<file path="src/rtl/pc_npc_sequencer_if.sv">
// Front-end next-PC bus: ID-stage control and targets in, PC/nPC state out.
interface pc_npc_sequencer_if;
  logic        le;
  logic [1:0]  pc_handler_out_selector;
  logic [31:0] ta;
  logic [31:0] alu_out;
  logic        annul;
  logic [31:0] pc;
  logic [31:0] npc;
  logic        if_id_flush;
  logic        redirect_pending;

  modport master (
    output le, pc_handler_out_selector, ta, alu_out, annul,
    input  pc, npc, if_id_flush, redirect_pending
  );

  modport slave (
    input  le, pc_handler_out_selector, ta, alu_out, annul,
    output pc, npc, if_id_flush, redirect_pending
  );
endinterface

</file>
<file path="src/rtl/pc_npc_sequencer.sv">
// SPARC front-end PC/nPC pair with delayed-branch semantics. Redirects that
// arrive during a stall are held and replayed once when the stall lifts.
module pc_npc_sequencer #(
  parameter logic [31:0] RESET_PC    = 32'h0000_0000,
  parameter logic [31:0] INSTR_BYTES = 32'd4
) (
  input  logic                clk,
  input  logic                reset,
  pc_npc_sequencer_if.slave   bus
);

  typedef enum logic [1:0] {
    ST_RUN     = 2'd0,
    ST_STALL   = 2'd1,
    ST_PENDING = 2'd2
  } state_t;

  state_t      r_state;
  logic [31:0] r_pc;
  logic [31:0] r_npc;
  logic        r_flush;
  logic        r_pending;
  logic [31:0] r_hold_tgt;
  logic        r_hold_annul;

  logic        w_is_redirect;
  logic [31:0] w_redirect_tgt;
  logic [31:0] w_sel_next;

  // Selector bit 0 marks a redirect (01 jmpl, 11 call/branch); 10 falls
  // through as sequential. Bit 1 then chooses ta over alu_out.
  always_comb begin
    w_is_redirect  = bus.pc_handler_out_selector[0];
    w_redirect_tgt = bus.pc_handler_out_selector[1] ? bus.ta : bus.alu_out;
    w_sel_next     = w_is_redirect ? w_redirect_tgt : (r_npc + INSTR_BYTES);
  end

  // Sequencer FSM: advances PC/nPC, captures stalled redirects, times the flush.
  always_ff @(posedge clk) begin
    if (reset) begin
      r_state      <= ST_RUN;
      r_pc         <= RESET_PC;
      r_npc        <= RESET_PC + INSTR_BYTES;
      r_flush      <= 1'b0;
      r_pending    <= 1'b0;
      r_hold_tgt   <= 32'h0;
      r_hold_annul <= 1'b0;
    end else begin
      case (r_state)
        ST_RUN, ST_STALL: begin
          if (bus.le) begin
            r_pc    <= r_npc;
            r_npc   <= w_sel_next;
            r_flush <= w_is_redirect & bus.annul;
            r_state <= ST_RUN;
          end else begin
            r_flush <= 1'b0;
            if (w_is_redirect) begin
              r_hold_tgt   <= w_redirect_tgt;
              r_hold_annul <= bus.annul;
              r_pending    <= 1'b1;
              r_state      <= ST_PENDING;
            end else begin
              r_state <= ST_STALL;
            end
          end
        end
        ST_PENDING: begin
          // The first captured redirect wins; live selector inputs are ignored.
          if (bus.le) begin
            r_pc      <= r_npc;
            r_npc     <= r_hold_tgt;
            r_flush   <= r_hold_annul;
            r_pending <= 1'b0;
            r_state   <= ST_RUN;
          end else begin
            r_flush <= 1'b0;
          end
        end
        default: begin
          r_flush   <= 1'b0;
          r_pending <= 1'b0;
          r_state   <= ST_RUN;
        end
      endcase
    end
  end

  assign bus.pc               = r_pc;
  assign bus.npc              = r_npc;
  assign bus.if_id_flush      = r_flush;
  assign bus.redirect_pending = r_pending;

endmodule

</file>
<file path="src/flat_wrapper.sv">
// flat-port wrapper written by rule: the top's interface ports become plain ports
module pc_npc_sequencer_flat 
#(
  parameter logic [31:0] RESET_PC    = 32'h0000_0000,
  parameter logic [31:0] INSTR_BYTES = 32'd4
)
  (clk, reset, bus_le, bus_pc_handler_out_selector, bus_ta, bus_alu_out, bus_annul, bus_pc, bus_npc, bus_if_id_flush, bus_redirect_pending);
  pc_npc_sequencer_if bus_i ();
  input  logic clk;
  input  logic reset;
  input wire logic [$bits(bus_i.le)-1:0] bus_le;
  input wire logic [$bits(bus_i.pc_handler_out_selector)-1:0] bus_pc_handler_out_selector;
  input wire logic [$bits(bus_i.ta)-1:0] bus_ta;
  input wire logic [$bits(bus_i.alu_out)-1:0] bus_alu_out;
  input wire logic [$bits(bus_i.annul)-1:0] bus_annul;
  output wire logic [$bits(bus_i.pc)-1:0] bus_pc;
  output wire logic [$bits(bus_i.npc)-1:0] bus_npc;
  output wire logic [$bits(bus_i.if_id_flush)-1:0] bus_if_id_flush;
  output wire logic [$bits(bus_i.redirect_pending)-1:0] bus_redirect_pending;
  assign bus_i.le = bus_le;
  assign bus_i.pc_handler_out_selector = bus_pc_handler_out_selector;
  assign bus_i.ta = bus_ta;
  assign bus_i.alu_out = bus_alu_out;
  assign bus_i.annul = bus_annul;
  assign bus_pc = bus_i.pc;
  assign bus_npc = bus_i.npc;
  assign bus_if_id_flush = bus_i.if_id_flush;
  assign bus_redirect_pending = bus_i.redirect_pending;
  pc_npc_sequencer #(.RESET_PC(RESET_PC), .INSTR_BYTES(INSTR_BYTES)) u_core (.clk(clk), .reset(reset), .bus(bus_i));
endmodule
</file>
<file path="config.mk">
export PLATFORM = sky130hd
export DESIGN_NAME = pc_npc_sequencer_flat
export DESIGN_NICKNAME = d
export VERILOG_FILES = /design/src/rtl/pc_npc_sequencer_if.sv /design/src/rtl/pc_npc_sequencer.sv /design/src/flat_wrapper.sv
export SDC_FILE = /design/constraint.sdc
export NUM_CORES = 1
export LEC_CHECK = 0
export ABC_AREA = 1
export ABC_CLOCK_PERIOD_IN_PS = 3600
export BUFFER_PORTS_ARGS = -buffer_cell sky130_fd_sc_hd__buf_2
export CORE_MARGIN = 2
export CORE_UTILIZATION = 55
export DETAILED_ROUTE_END_ITERATION = 10
export GPL_ROUTABILITY_DRIVEN = 1
export PLACE_DENSITY_LB_ADDON = 0.25
export SYNTH_ARGS = -nofsm -noshare
export SYNTH_HDL_FRONTEND = slang
export SYNTH_SLANG_ARGS = --single-unit
</file>
<file path="constraint.sdc">
create_clock -name clk -period 3.6 [get_ports clk]
set_input_delay 0.18 -clock clk [delete_from_list [all_inputs] [get_ports clk]]
set_output_delay 0.18 -clock clk [all_outputs]
set_load 0.005 [all_outputs]
</file>
## After elaboration in Yosys (flattened, before gate mapping)

Index checks and enable logic that the tools add are counted.

- $add $sub $neg: 1
- Multiply operators: 0
- Divide/modulo/power cells: 0
- Order comparisons: 0
- Equality and inequality tests: 6
- Shift operators: 0
- Multiplexer cells: 16
- Bitwise operators: 2
- Reductions and logical operators: 8

Operators with widths:

| kind | number |
|---|---|
| $mux 32 | 4 |
| $pmux 32 s2 | 1 |
| $add 32x3->32 const B | 1 |
| $reduce_and 3->1 | 3 |
| $ne 2x2->1 const B | 4 |
| $mux 2 | 3 |
| $mux 1 | 5 |
| $pmux 1 s2 | 2 |
| $pmux 2 s2 | 1 |
| $reduce_or 3->1 | 1 |
| $eq 2x1->1 const B | 1 |
| $eq 2x2->1 const B | 1 |
| $logic_not 2->1 | 1 |
| $reduce_and 2->1 | 1 |
| $reduce_bool 2->1 | 1 |
| $reduce_or 2->1 | 1 |
| $and 1x1->1 | 1 |
| $not 1->1 | 1 |

- Register bits: 101
- Bits in latches: 0
- RAM bits: 0
- ROM bits: 0
- Output and inout bits: 66
- Logic and storage cells: 40
- Memories kept: 0

## Logic depth before layout (Yosys ltp)

Gate-level depths: netlist of the first run.

- Depth in word-level cells: 4
- Gate-level depth with buffers: 12
- Gate-level depth less buffers: 12

## Least setup slack after synthesis of the first run

OpenSTA, ideal clock, no wires.

- Path kind: register -> register
- From: register u_core.r_npc[3] (netlist: u_core.bus.npc[3])
- To: register u_core.r_npc[30] (netlist: u_core.bus.npc[30])
- Setup time: 0.112 ns
- Arrival: 1.328 ns
- Required time: 3.488 ns
- Slack: 2.160 ns
- Cell stages (with the launch flop): 13
- Buffers on the path: 0
- Cells stage by stage: dfxtp_1 ha_1 nand2_1 nor2_2 nand2_2 nor2_2 nand2_1 nand2_1 nand2_1 nand2_1 nand2_1 nand2_1 nand2_1

- Longest elaborated chain between the ends: 4

RTL lines:

| item | line | RTL |
|---|---|---|
| start: declaration | pc_npc_sequencer.sv:20 | `logic [31:0] r_npc;` |
| start signal: assignment | pc_npc_sequencer.sv:43 | `r_npc <= RESET_PC + INSTR_BYTES;` |
| start signal: assignment | pc_npc_sequencer.sv:53 | `r_npc <= w_sel_next;` |
| start signal: assignment | pc_npc_sequencer.sv:72 | `r_npc <= r_hold_tgt;` |
| $add 32x3->32 | pc_npc_sequencer.sv:35 | `w_sel_next = w_is_redirect ? w_redirect_tgt : (r_npc + INSTR_BYTES);` |
| $mux 32 | pc_npc_sequencer.sv:35 |  |
| $mux 32 | pc_npc_sequencer.sv:51 | `if (bus.le) begin` |
| $pmux 32 s2 | pc_npc_sequencer.sv:49 | `case (r_state)` |

No other way between the ends. The select of a mux whose other input is x is not followed.
A chain may end at the register's enable or synchronous reset.

## Worst setup path after layout of the first run

- From: register u_core.r_state[1]
- To: register u_core.r_pc[18] (netlist: u_core.bus.pc[18])

- Longest elaborated chain between the ends: 3
- Elaborated cells between the ends (all ways): 5
- Classes of those cells: 2 x eq/ne; 3 x reduce/logical

RTL lines:

| item | line | RTL |
|---|---|---|
| start: declaration | pc_npc_sequencer.sv:18 | `state_t r_state;` |
| start signal: assignment | pc_npc_sequencer.sv:41 | `r_state <= ST_RUN;` |
| start signal: assignment | pc_npc_sequencer.sv:55 | `r_state <= ST_RUN;` |
| start signal: assignment | pc_npc_sequencer.sv:62 | `r_state <= ST_PENDING;` |
| $eq 2x1->1, or another cell as far along | pc_npc_sequencer.sv:49 |  |
| $reduce_or 3->1 (no line) * | - |  |
| $reduce_and 2->1 (no line) * | - |  |
| end signal: assignment | pc_npc_sequencer.sv:52 | `r_pc <= r_npc;` |
| end signal: assignment | pc_npc_sequencer.sv:71 | `r_pc <= r_npc;` |
| end: declaration | pc_npc_sequencer.sv:19 | `logic [31:0] r_pc;` |

Every way passes the cells marked *; elsewhere a longest branch is shown, timed or not.

==> results of run 1 <==
-- placed cells by master, fill, tap and decap left out, types with 9 or more instances in the layout --
cell type  netlist  layout
mux2i_1         10      10
o21ai_0         63      63
a211oi_1        12      12
a21oi_1         72      72
buf_2           15     135
nand3_1         27      27
clkbuf_8         0      10
nor2_1          57      57
nand2_1        209     209
mux2_2          20      20
inv_1           63      63
dfxtp_1        101     101
a22o_1           9       9
-- layer usage --
metal | part of all wire (%) | wire (um)
met1 | 50 | 6880
met4 | 1.1 | 150
met2 | 43 | 5960
met5 | 0 | 0
met3 | 6.2 | 858
-- state kept, by name, indices dropped and copies added, names as in the netlist --
register                     flops
u_core.r_state                   2
u_core.bus.pc                   32
u_core.bus.npc                  32
u_core.bus.if_id_flush           1
u_core.r_hold_annul              1
u_core.r_hold_tgt               32
u_core.bus.redirect_pending      1
-- report_power, final --
part / switching [mW] / total [mW] / internal (mW)
logic: 0.219 / 0.371 / 0.152
registers: 0.0613 / 1.25 / 1.19
clock network: 0.428 / 0.711 / 0.283
-- final cells by class --
cell class | count | area share, %
clock buffer | 10 | 2.31
clock inverter | 6 | 0.945
inverter | 67 | 4.22
multi-input combinational | 522 | 44.4
sequential | 101 | 33.9
tap | 111 | 2.33
timing repair buffer | 139 | 11.8
-- cells in the mapped netlist, types with 5 or more instances --
library cell,count
nor2_2,5
o21ai_0,63
a211oi_1,12
clkbuf_1,15
nand3_1,27
dfxtp_1,101
nor2_4,5
a22o_1,9
nor2_1,57
mux2_2,20
o22ai_1,5
nand2_1,209
buf_2,15
inv_1,63
a21oi_1,72
xor2_1,7
mux2i_1,10
-- per-stage QoR --
step / cells / hold slack [ps] / setup WS (ps) / total power, mW
3_3_place_gp: 940 / 434 / 1550 / 1.62
6_report: 956 / 46.7 / 1740 / 2.33
5_1_grt: 956 / 58.7 / 1580 / 2.43
4_1_cts: 956 / 47.4 / 1740 / 2.33
2_1_floorplan: 728 / 259 / 2160 / 1.49
3_5_place_dp: 940 / 442 / 1520 / 1.64
-- worst paths after layout --
kind                                          to                      startpoint  depth (start not counted)  slack, ps
hold reg to reg   u_core.bus.pc[26]$_SDFFE_PP0P_  u_core.bus.pc[26]$_SDFFE_PP0P_                          2        460
hold / removal    u_core.r_state[0]$_SDFFE_PP0N_                          bus_le                          2         50
setup / recovery  u_core.bus.pc[18]$_SDFFE_PP0P_  u_core.r_state[1]$_SDFFE_PP0N_                          4       1740
setup reg to reg  u_core.bus.pc[18]$_SDFFE_PP0P_  u_core.r_state[1]$_SDFFE_PP0N_                          4       1740
-- logic make-up after synthesis --
| family | Yosys count |
|---|---|
| AND/OR/NAND/NOR | 313 |
| adder cells (fa/ha/maj) | 1 |
| multiplexers | 30 |
| XOR/XNOR | 7 |
| buffers and inverters | 105 |
| flip-flops | 101 |
| AO/OA/AOI/OAI | 171 |
==> flow_summary.ini, run 1 <==
[outcome]
status = finished clean

[floorplanning]
dieArea_mm2 = 0.0100
pin_count = 136
dieWidth_um = 100
start_util_pct = 55.8
die_h_um = 100
fp.coreArea_mm2 = 0.00911
row_count = 35

[placed_design]
hpwl_um = 10300
numPortBuffers = 135
placed_area_mm2 = 0.00576
gp_congestion = 0.919

[layout]
final_cell_area_mm2 = 0.00596
fin_nets = 911
fin_util_pct = 65.4
fillers = 821
seq_area_mm2 = 0.00202
area_growth_pct = 17.1
drive_gt1_share_pct = 23.1
antennaDiodeCount = 0
multi_input_area_mm2 = 0.00264

[grt]
grt_pass1_wl_um = 22100
grt_max_degree = 43
grt_use_met1_pct = 41.4
first_global_vias = 4576
grtUsageMet2_pct = 41.9
grt_antenna_before_repair = 0
track_usage_pct = 27.4
grt-ovfl-total = 0
top_usage_layer = met2
use_met3_pct = 2.79

[cts]
cts-root-buf = clkbuf_8
clk_latency_ps = 380
postCtsSetupBuffers = 0
clkSinkCount = 101
cts_made_buffers = 9
h-tree-depth = 3
cts_resized = 0
clockBufferDepth = 2
cts_tree = done
clkTransAtPathRegs_ps = 100
hold_buffers = 0

[pwr]
ir_drop_mv = 0.204
power_density_mw_per_mm2 = 391
p_leak_nw = 2.76

[critical_path]
cp_slowest_stage_delay_ps = 550
cp-start-kind = flop
critPathArrivalTime_ps = 2170
cp_max_fo = 30
crit_required_ps = 3910
path_cells = a21oi_2 > nor2_4 > buf_4 > a22o_1
cp_top_family = simple AND/OR/NAND/NOR gates
path_class = flop to flop
crit_path_end_kind = flop
worst-path-buf-inv = 1
crit_path_top_delay_cell = nor2_4

[synthesis]
synth_cell_types = 34
synth.mux.area_fraction_pct = 6.40
synth_area_mm2 = 0.00508
syn_nets = 799
synth_compound_area_share_pct = 18.6
yosysTopAreaCell = dfxtp_1
ys_warn_count = 0
synthAdderAreaFrac_pct = 0.246
synthFlopType = dfxtp_1
yosys.area_share.simple_pct = 25.4
synth.avg_cell_area_um2 = 6.98
synth_seq_area_share_pct = 39.8
synth-xor-area-share_pct = 1.21
synth.area.top_cells = dfxtp_1 (40%), nand2_1 (15%), a21oi_1 (7.1%)
synth_top_family_by_area = simple AND/OR/NAND/NOR gates
synth_async_sr_flop_share_pct = 0
syn-instance-count = 728
synth_edf_count = 0
synth_seq_cells = 101
synth_top_area_share_pct = 39.8

[drt]
drc = 0
vias = 5076
drt_first_pass_iters = 7
routedWlPerCell_um = 14.5
wirelength_um = 13900
antenna_left = 0
drt_iter0_drc = 329
viasPerCell = 5.31

[timing]
slew_violations = 0
worst_pin_slew_ps = 771
timing.setup.tns_ps = 0
post-route-min-period_ps = 1860
finalCritPeriodShare_pct = 51.8
setup_viol = 0
fin_skew_ps = 16.7
max_slew_margin_pct = 48.6
fmax_mhz = 537
rsz0062_at_grt = no
finalHoldViolations = 0

[worst_hold_path]
holdCritPathClass = input port to flop

[flow_run]
cap_violations = 0
Note: power is estimated with default switching activity, not from simulation.
==> run 2: changes to the inputs <==
ABC_AREA = 0   (was 1)
ABC_CLOCK_PERIOD_IN_PS = 1650   (was 3600)
CORE_UTILIZATION = 47   (was 55)
clock period = 1.65 ns   (was 3.6 ns; I/O delays follow)
==> run 2 against run 1 <==
Against the previous run:
- the flow now finishes with violations (setup timing)
- die area up 10%
- sequential share of layout area down 2.5 points
- register-to-register slack worse by 1800 ps
- critical endpoint is now u_core.bus.npc[21]$_SDFFE_PP0P_
==> flow_summary.ini, run 2 <==
[cts]
h-tree-depth = 3
clk_latency_ps = 380
cts_tree = done
clkSinkCount = 101
cts-root-buf = clkbuf_8
cts_made_buffers = 9
clkTransAtPathRegs_ps = 100
clockBufferDepth = 2

[pwr]
power.share.combinational_pct = 19.2
totalPowerFinal_mw = 5.31
p_sw_share_pct = 28.7
pwr-share-clk_pct = 30.2
power_density_mw_per_mm2 = 816
intPower_mw = 3.79
p_leak_nw = 2.84
ir_drop_mv = 0.376
p_seq_share_pct = 50.6
switching_power_mw = 1.52

[drt]
wirelength_um = 14800
viasPerCell = 5.75
antenna_left = 0
routedWlPerCell_um = 16.8
drt_first_pass_iters = 5
drc = 0
vias = 5076
drt_iter0_drc = 296

[grt]
grt-ovfl-total = 0
grt_pass1_wl_um = 23900
first_global_vias = 4794
grt_antenna_before_repair = 0
track_usage_pct = 26.6
grt_max_degree = 35

[synthesis]
synth_seq_area_share_pct = 41.9
synth_cell_types = 57
synth.area.top_cells = dfxtp_1 (42%), mux2i_1 (7.3%), a211oi_1 (5.9%)
synth_edf_count = 0
synth_seq_cells = 101
ys_warn_count = 0
synth.avg_cell_area_um2 = 8.50
yosysTopAreaCell = dfxtp_1
synth_area_mm2 = 0.00482
syn-instance-count = 567
synth_async_sr_flop_share_pct = 0
synthFlopType = dfxtp_1
syn_nets = 638
synth_top_area_share_pct = 41.9
synth_most_common_cell = dfxtp_1
synthTopCellsByCount = dfxtp_1 (101), nor2_1 (72), nand2_1 (39), a211oi_1 (38), clkbuf_1 (38)

[timing]
finalCritPeriodShare_pct = 103
timing.setup.tns_ps = -111
fin_skew_ps = 11.9
post-route-min-period_ps = 1700
hold_slack_ps = 92.4
finalHoldViolations = 0
setup_slack_ps = -53.7
max_slew_margin_pct = 70.5
setup_viol = 5
slew_violations = 0
fmax_mhz = 587
rsz0062_at_grt = yes
worst_pin_slew_ps = 439

[outcome]
violations = setup timing
status = finished, violations left

[critical_path]
worst-path-buf-inv = 0
crit_path_top_delay_cell = or3_4
cp-start-kind = flop
path_cells = nand4_4 > or3_4 > nor4_4 > o21ai_1 > a221o_1
cp_max_fo = 5
cp_slowest_stage_delay_ps = 440
crit_path_end_kind = flop
path_class = flop to flop
critPathArrivalTime_ps = 1970
cp_top_family = simple AND/OR/NAND/NOR gates
crit_required_ps = 1910

[layout]
area_growth_pct = 35.0
drive_gt1_share_pct = 35.3
fin_nets = 816
final_common_cell = buf_2
final_cell_area_mm2 = 0.00651
layout_common_cells = buf_2 (135), dfxtp_1 (88), nor2_1 (71)
fin_util_pct = 66.0
fin_cells = 883
antennaDiodeCount = 0

[floorplanning]
dieWidth_um = 105
row_count = 36
die_h_um = 105
dieArea_mm2 = 0.0111
start_util_pct = 48.9
pin_count = 136
fp.coreArea_mm2 = 0.00986

[placed_design]
gp_congestion = 0.880
hpwl_um = 10400
numPortBuffers = 135
place_inst = 856
placed_area_mm2 = 0.00612
dp_slack_ps = -143

[worst_hold_path]
holdCritPathClass = input port to flop

[flow_run]
cap_violations = 0
[run 2: power by group through the flow]
stage	Sequential, mW	Combinational, mW	Clock, mW
global route	2.71	1.12	1.71
global placement	2.73	0.953	0
finish	2.69	1.02	1.60
CTS	2.69	1.00	1.61
floorplan	2.76	0.502	0
detailed placement	2.74	0.974	0
[run 2: cell families after synthesis]
family | after synthesis | share of synthesized area (%)
compound gates | 189 | 27.2
buf+inv | 58 | 4.83
xor+xnor | 8 | 1.45
flops | 101 | 41.9
simple gates | 175 | 17.1
mux | 35 | 7.27
fa+ha+maj | 1 | 0.259
[run 2: worst paths after layout]
path | startpoint | cells after the start | slack [ps] | endpoint
setup reg to reg | u_core.bus.npc[7]$_SDFFE_PP0P_ | 5 | -50 | u_core.bus.npc[21]$_SDFFE_PP0P_
setup / recovery | u_core.bus.npc[7]$_SDFFE_PP0P_ | 5 | -50 | u_core.bus.npc[21]$_SDFFE_PP0P_
hold reg to reg | u_core.bus.pc[24]$_SDFFE_PP0P_ | 2 | 450 | u_core.bus.pc[24]$_SDFFE_PP0P_
hold / removal | bus_alu_out[24] | 3 | 90 | u_core.r_hold_tgt[24]$_SDFFE_PP0P_
[run 2: cell type report]
cell class              instances  area [um^2]
clock buffers                  11          141
clock inverters                 5         50.0
fillers                       796         3360
inverters                      10         37.5
multi-input cells             408         2710
flip-flops and latches        101         2050
well taps                     133          166
repair buffers                215         1360
[run 2: worst min-delay path, stage by stage]
cell and delay (ps):
buf_2 90, mux2i_1 150, a211oi_1 100
[run 2: what timing repair did]
item	CTS	global route
setup endpoints to repair	7	13
resized for setup	10	15
endpoints found under the hold margin	3	0
buffers inserted	5	5
pin swaps	7	9
hold buffers	2	0
[run 2: per-layer routing]
metal / global-route usage (%) / wire [um] / vias to the layer above
met3: 4.02 / 1100 / 24
met2: 44.2 / 7060 / 227
met4: 9.81 / 258 / 0
li1: - / - / 2451
met1: 35.0 / 6410 / 2374
met5: 0 / 0 / -
==> run 3: changes to the inputs <==
--- a/config.mk
+++ b/config.mk
@@ -10,3 +10,2 @@
 export BUFFER_PORTS_ARGS = -buffer_cell sky130_fd_sc_hd__buf_2
-export CORE_MARGIN = 2
 export CORE_UTILIZATION = 47
--- a/constraint.sdc
+++ b/constraint.sdc
@@ -3,2 +3,2 @@
 set_output_delay 0.0825 -clock clk [all_outputs]
-set_load 0.005 [all_outputs]
+set_load 0.01 [all_outputs]
==> run 3 against run 2 <==
Against the previous run:
- the run still ends with setup timing left
- sequential share of layout area down 0.40 points
- register-to-register slack better by 20 ps
- sequential power about the same
- clock-buffer cell count unchanged
- sequential cell count unchanged
- non-clock buffer count up 2
- setup slack better by 20 ps
- die area down 3.8%
- largest cell class unchanged
- highest routed layer unchanged
==> flow_summary.ini, run 3 (synthesized netlist as in run 2, its figures left out) <==
[layout]
antennaDiodeCount = 0
area_growth_pct = 36.4
final_common_cell = buf_2
drive_gt1_share_pct = 36.4
layout_common_cells = buf_2 (135), dfxtp_1 (88), nor2_1 (72), buf_4 (72), a211oi_1 (38)
fin_nets = 818

[pwr]
p_leak_nw = 2.89
totalPowerFinal_mw = 5.62
power_density_mw_per_mm2 = 855
ir_drop_mv = 0.538

[critical_path]
cp-start-kind = flop
critPathArrivalTime_ps = 2010
worst-path-buf-inv = 1
crit_path_top_delay_cell = or4b_1
cp_slowest_stage_delay_ps = 470
r2r_start = u_core.bus.npc[3]$_SDFFE_PP0P_
reg2reg_depth = 7
path_cells = ha_4 > nand3_4 > nor3_2 > buf_4 > nand4_1 > or4b_1 > nand3_1
ff2ff_setup_slack_ps = -30
cp_max_fo = 6
r2r-end = u_core.bus.npc[20]$_SDFFE_PP0P_
path_class = flop to flop
cp_top_family = simple AND/OR/NAND/NOR gates
crit_required_ps = 1980
crit_path_end_kind = flop

[cts]
cts-root-buf = clkbuf_8
clockBufferDepth = 2
h-tree-depth = 3
cts_tree = done
clk_latency_ps = 380
clkSinkCount = 101
clkTransAtPathRegs_ps = 100
cts_made_buffers = 9

[worst_hold_path]
holdCritPathClass = input port to flop
hold_depth = 3
min_from = bus_alu_out[24]
hold_end = u_core.r_hold_tgt[24]$_SDFFE_PP0P_

[timing]
worst_pin_slew_ps = 391
fmax_mhz = 594
finalHoldViolations = 0
max_slew_margin_pct = 73.9
post-route-min-period_ps = 1680
setup_viol = 4
finalCritPeriodShare_pct = 102
setup_slack_ps = -33.3
rsz0062_at_grt = yes
fin_skew_ps = 11.2
slew_violations = 0
timing.setup.tns_ps = -74.2
hold_slack_ps = 86.7

[placed_design]
dp_slack_ps = -116
gp_congestion = 0.871
hpwl_um = 10600
numPortBuffers = 135

[drt]
vias = 5161
drc = 0
drt_iter0_drc = 341
viasPerCell = 5.83
antenna_left = 0
drt_first_pass_iters = 5
wirelength_um = 15100
routedWlPerCell_um = 17.1

[grt]
first_global_vias = 4646
grt_antenna_before_repair = 0
grt-ovfl-total = 0
grt_max_degree = 37
track_usage_pct = 28.2
grt_pass1_wl_um = 23100

[outcome]
violations = setup timing
status = finished, violations left

[flow_run]
cap_violations = 0

[floorplanning]
row_count = 36
dieArea_mm2 = 0.0107
fp.coreArea_mm2 = 0.00986
pin_count = 136
dieWidth_um = 103
start_util_pct = 48.9
die_h_um = 103
==> run 3: metrics by stage <==
stage,util (%),instances,area [um^2]
final,66.7,885,6580
after global placement,62.4,858,6160
after global routing,66.7,885,6580
after CTS,65.5,878,6460
after floorplan,-,567,4900
after detailed placement,62.4,858,6160
==> run 3: how the worst max path moves through the flow <==
| stage | start | end | slack [ps] | depth (start not counted) |
|---|---|---|---|---|
| 2_1_floorplan | u_core.bus.npc[4]$_SDFFE_PP0P_ | u_core.bus.npc[21]$_SDFFE_PP0P_ | -130 | 7 |
| 3_3_place_gp | u_core.bus.npc[7]$_SDFFE_PP0P_ | u_core.bus.npc[21]$_SDFFE_PP0P_ | -70 | 5 |
| 3_5_place_dp | u_core.bus.npc[7]$_SDFFE_PP0P_ | u_core.bus.npc[21]$_SDFFE_PP0P_ | -120 | 5 |
| 4_1_cts | u_core.bus.npc[12]$_SDFFE_PP0P_ | u_core.bus.npc[28]$_SDFFE_PP0P_ | -30 | 7 |
| 5_1_grt | u_core.bus.npc[12]$_SDFFE_PP0P_ | u_core.bus.npc[28]$_SDFFE_PP0P_ | -90 | 7 |
| 6_report | u_core.bus.npc[3]$_SDFFE_PP0P_ | u_core.bus.npc[20]$_SDFFE_PP0P_ | -30 | 7 |
==> run 3: report_power, final <==
group / internal, mW / switching [mW]
Combinational: 0.483 / 0.596
Clock: 0.941 / 0.913
Sequential: 2.59 / 0.0993
Total: 4.01 / 1.61
==> run 3: area by class of cell <==
| cell class | count | area [um^2] |
|---|---|---|
| Clock inverter | 5 | 82.6 |
| Inverter | 10 | 37.5 |
| Timing Repair Buffer | 217 | 1380 |
| Sequential cell | 101 | 2040 |
| Fill cell | 815 | 3290 |
| Multi-Input combinational cell | 408 | 2720 |
| Clock buffer | 11 | 151 |
| Tap cell | 133 | 166 |
==> run 3: worst register-to-register path, cell delays in order (launching register included) <==
cell	delay, ps
dfxtp_2	380
ha_4	160
nand3_4	80
nor3_2	170
buf_4	190
nand4_1	100
or4b_1	470
nand3_1	90
==> run 3: what timing repair did <==
action                     in CTS  in global routing
pin swaps                       4                  4
resized for setup               8                 17
setup buffers                   3                  6
cloned                          0                  1
hold endpoints to repair        2                  0
hold buffers                    1                  0
setup endpoints to repair       8                 34
==> run 3: metal layers <==
| metal | global-route usage [%] | share of wire, % | vias up |
|---|---|---|---|
| met5 | 0 | 0 | - |
| met4 | 12.6 | 1.7 | 0 |
| met3 | 4.64 | 7.0 | 30 |
| met2 | 47.6 | 48 | 241 |
| met1 | 35.6 | 43 | 2424 |
| li1 | - | - | 2466 |
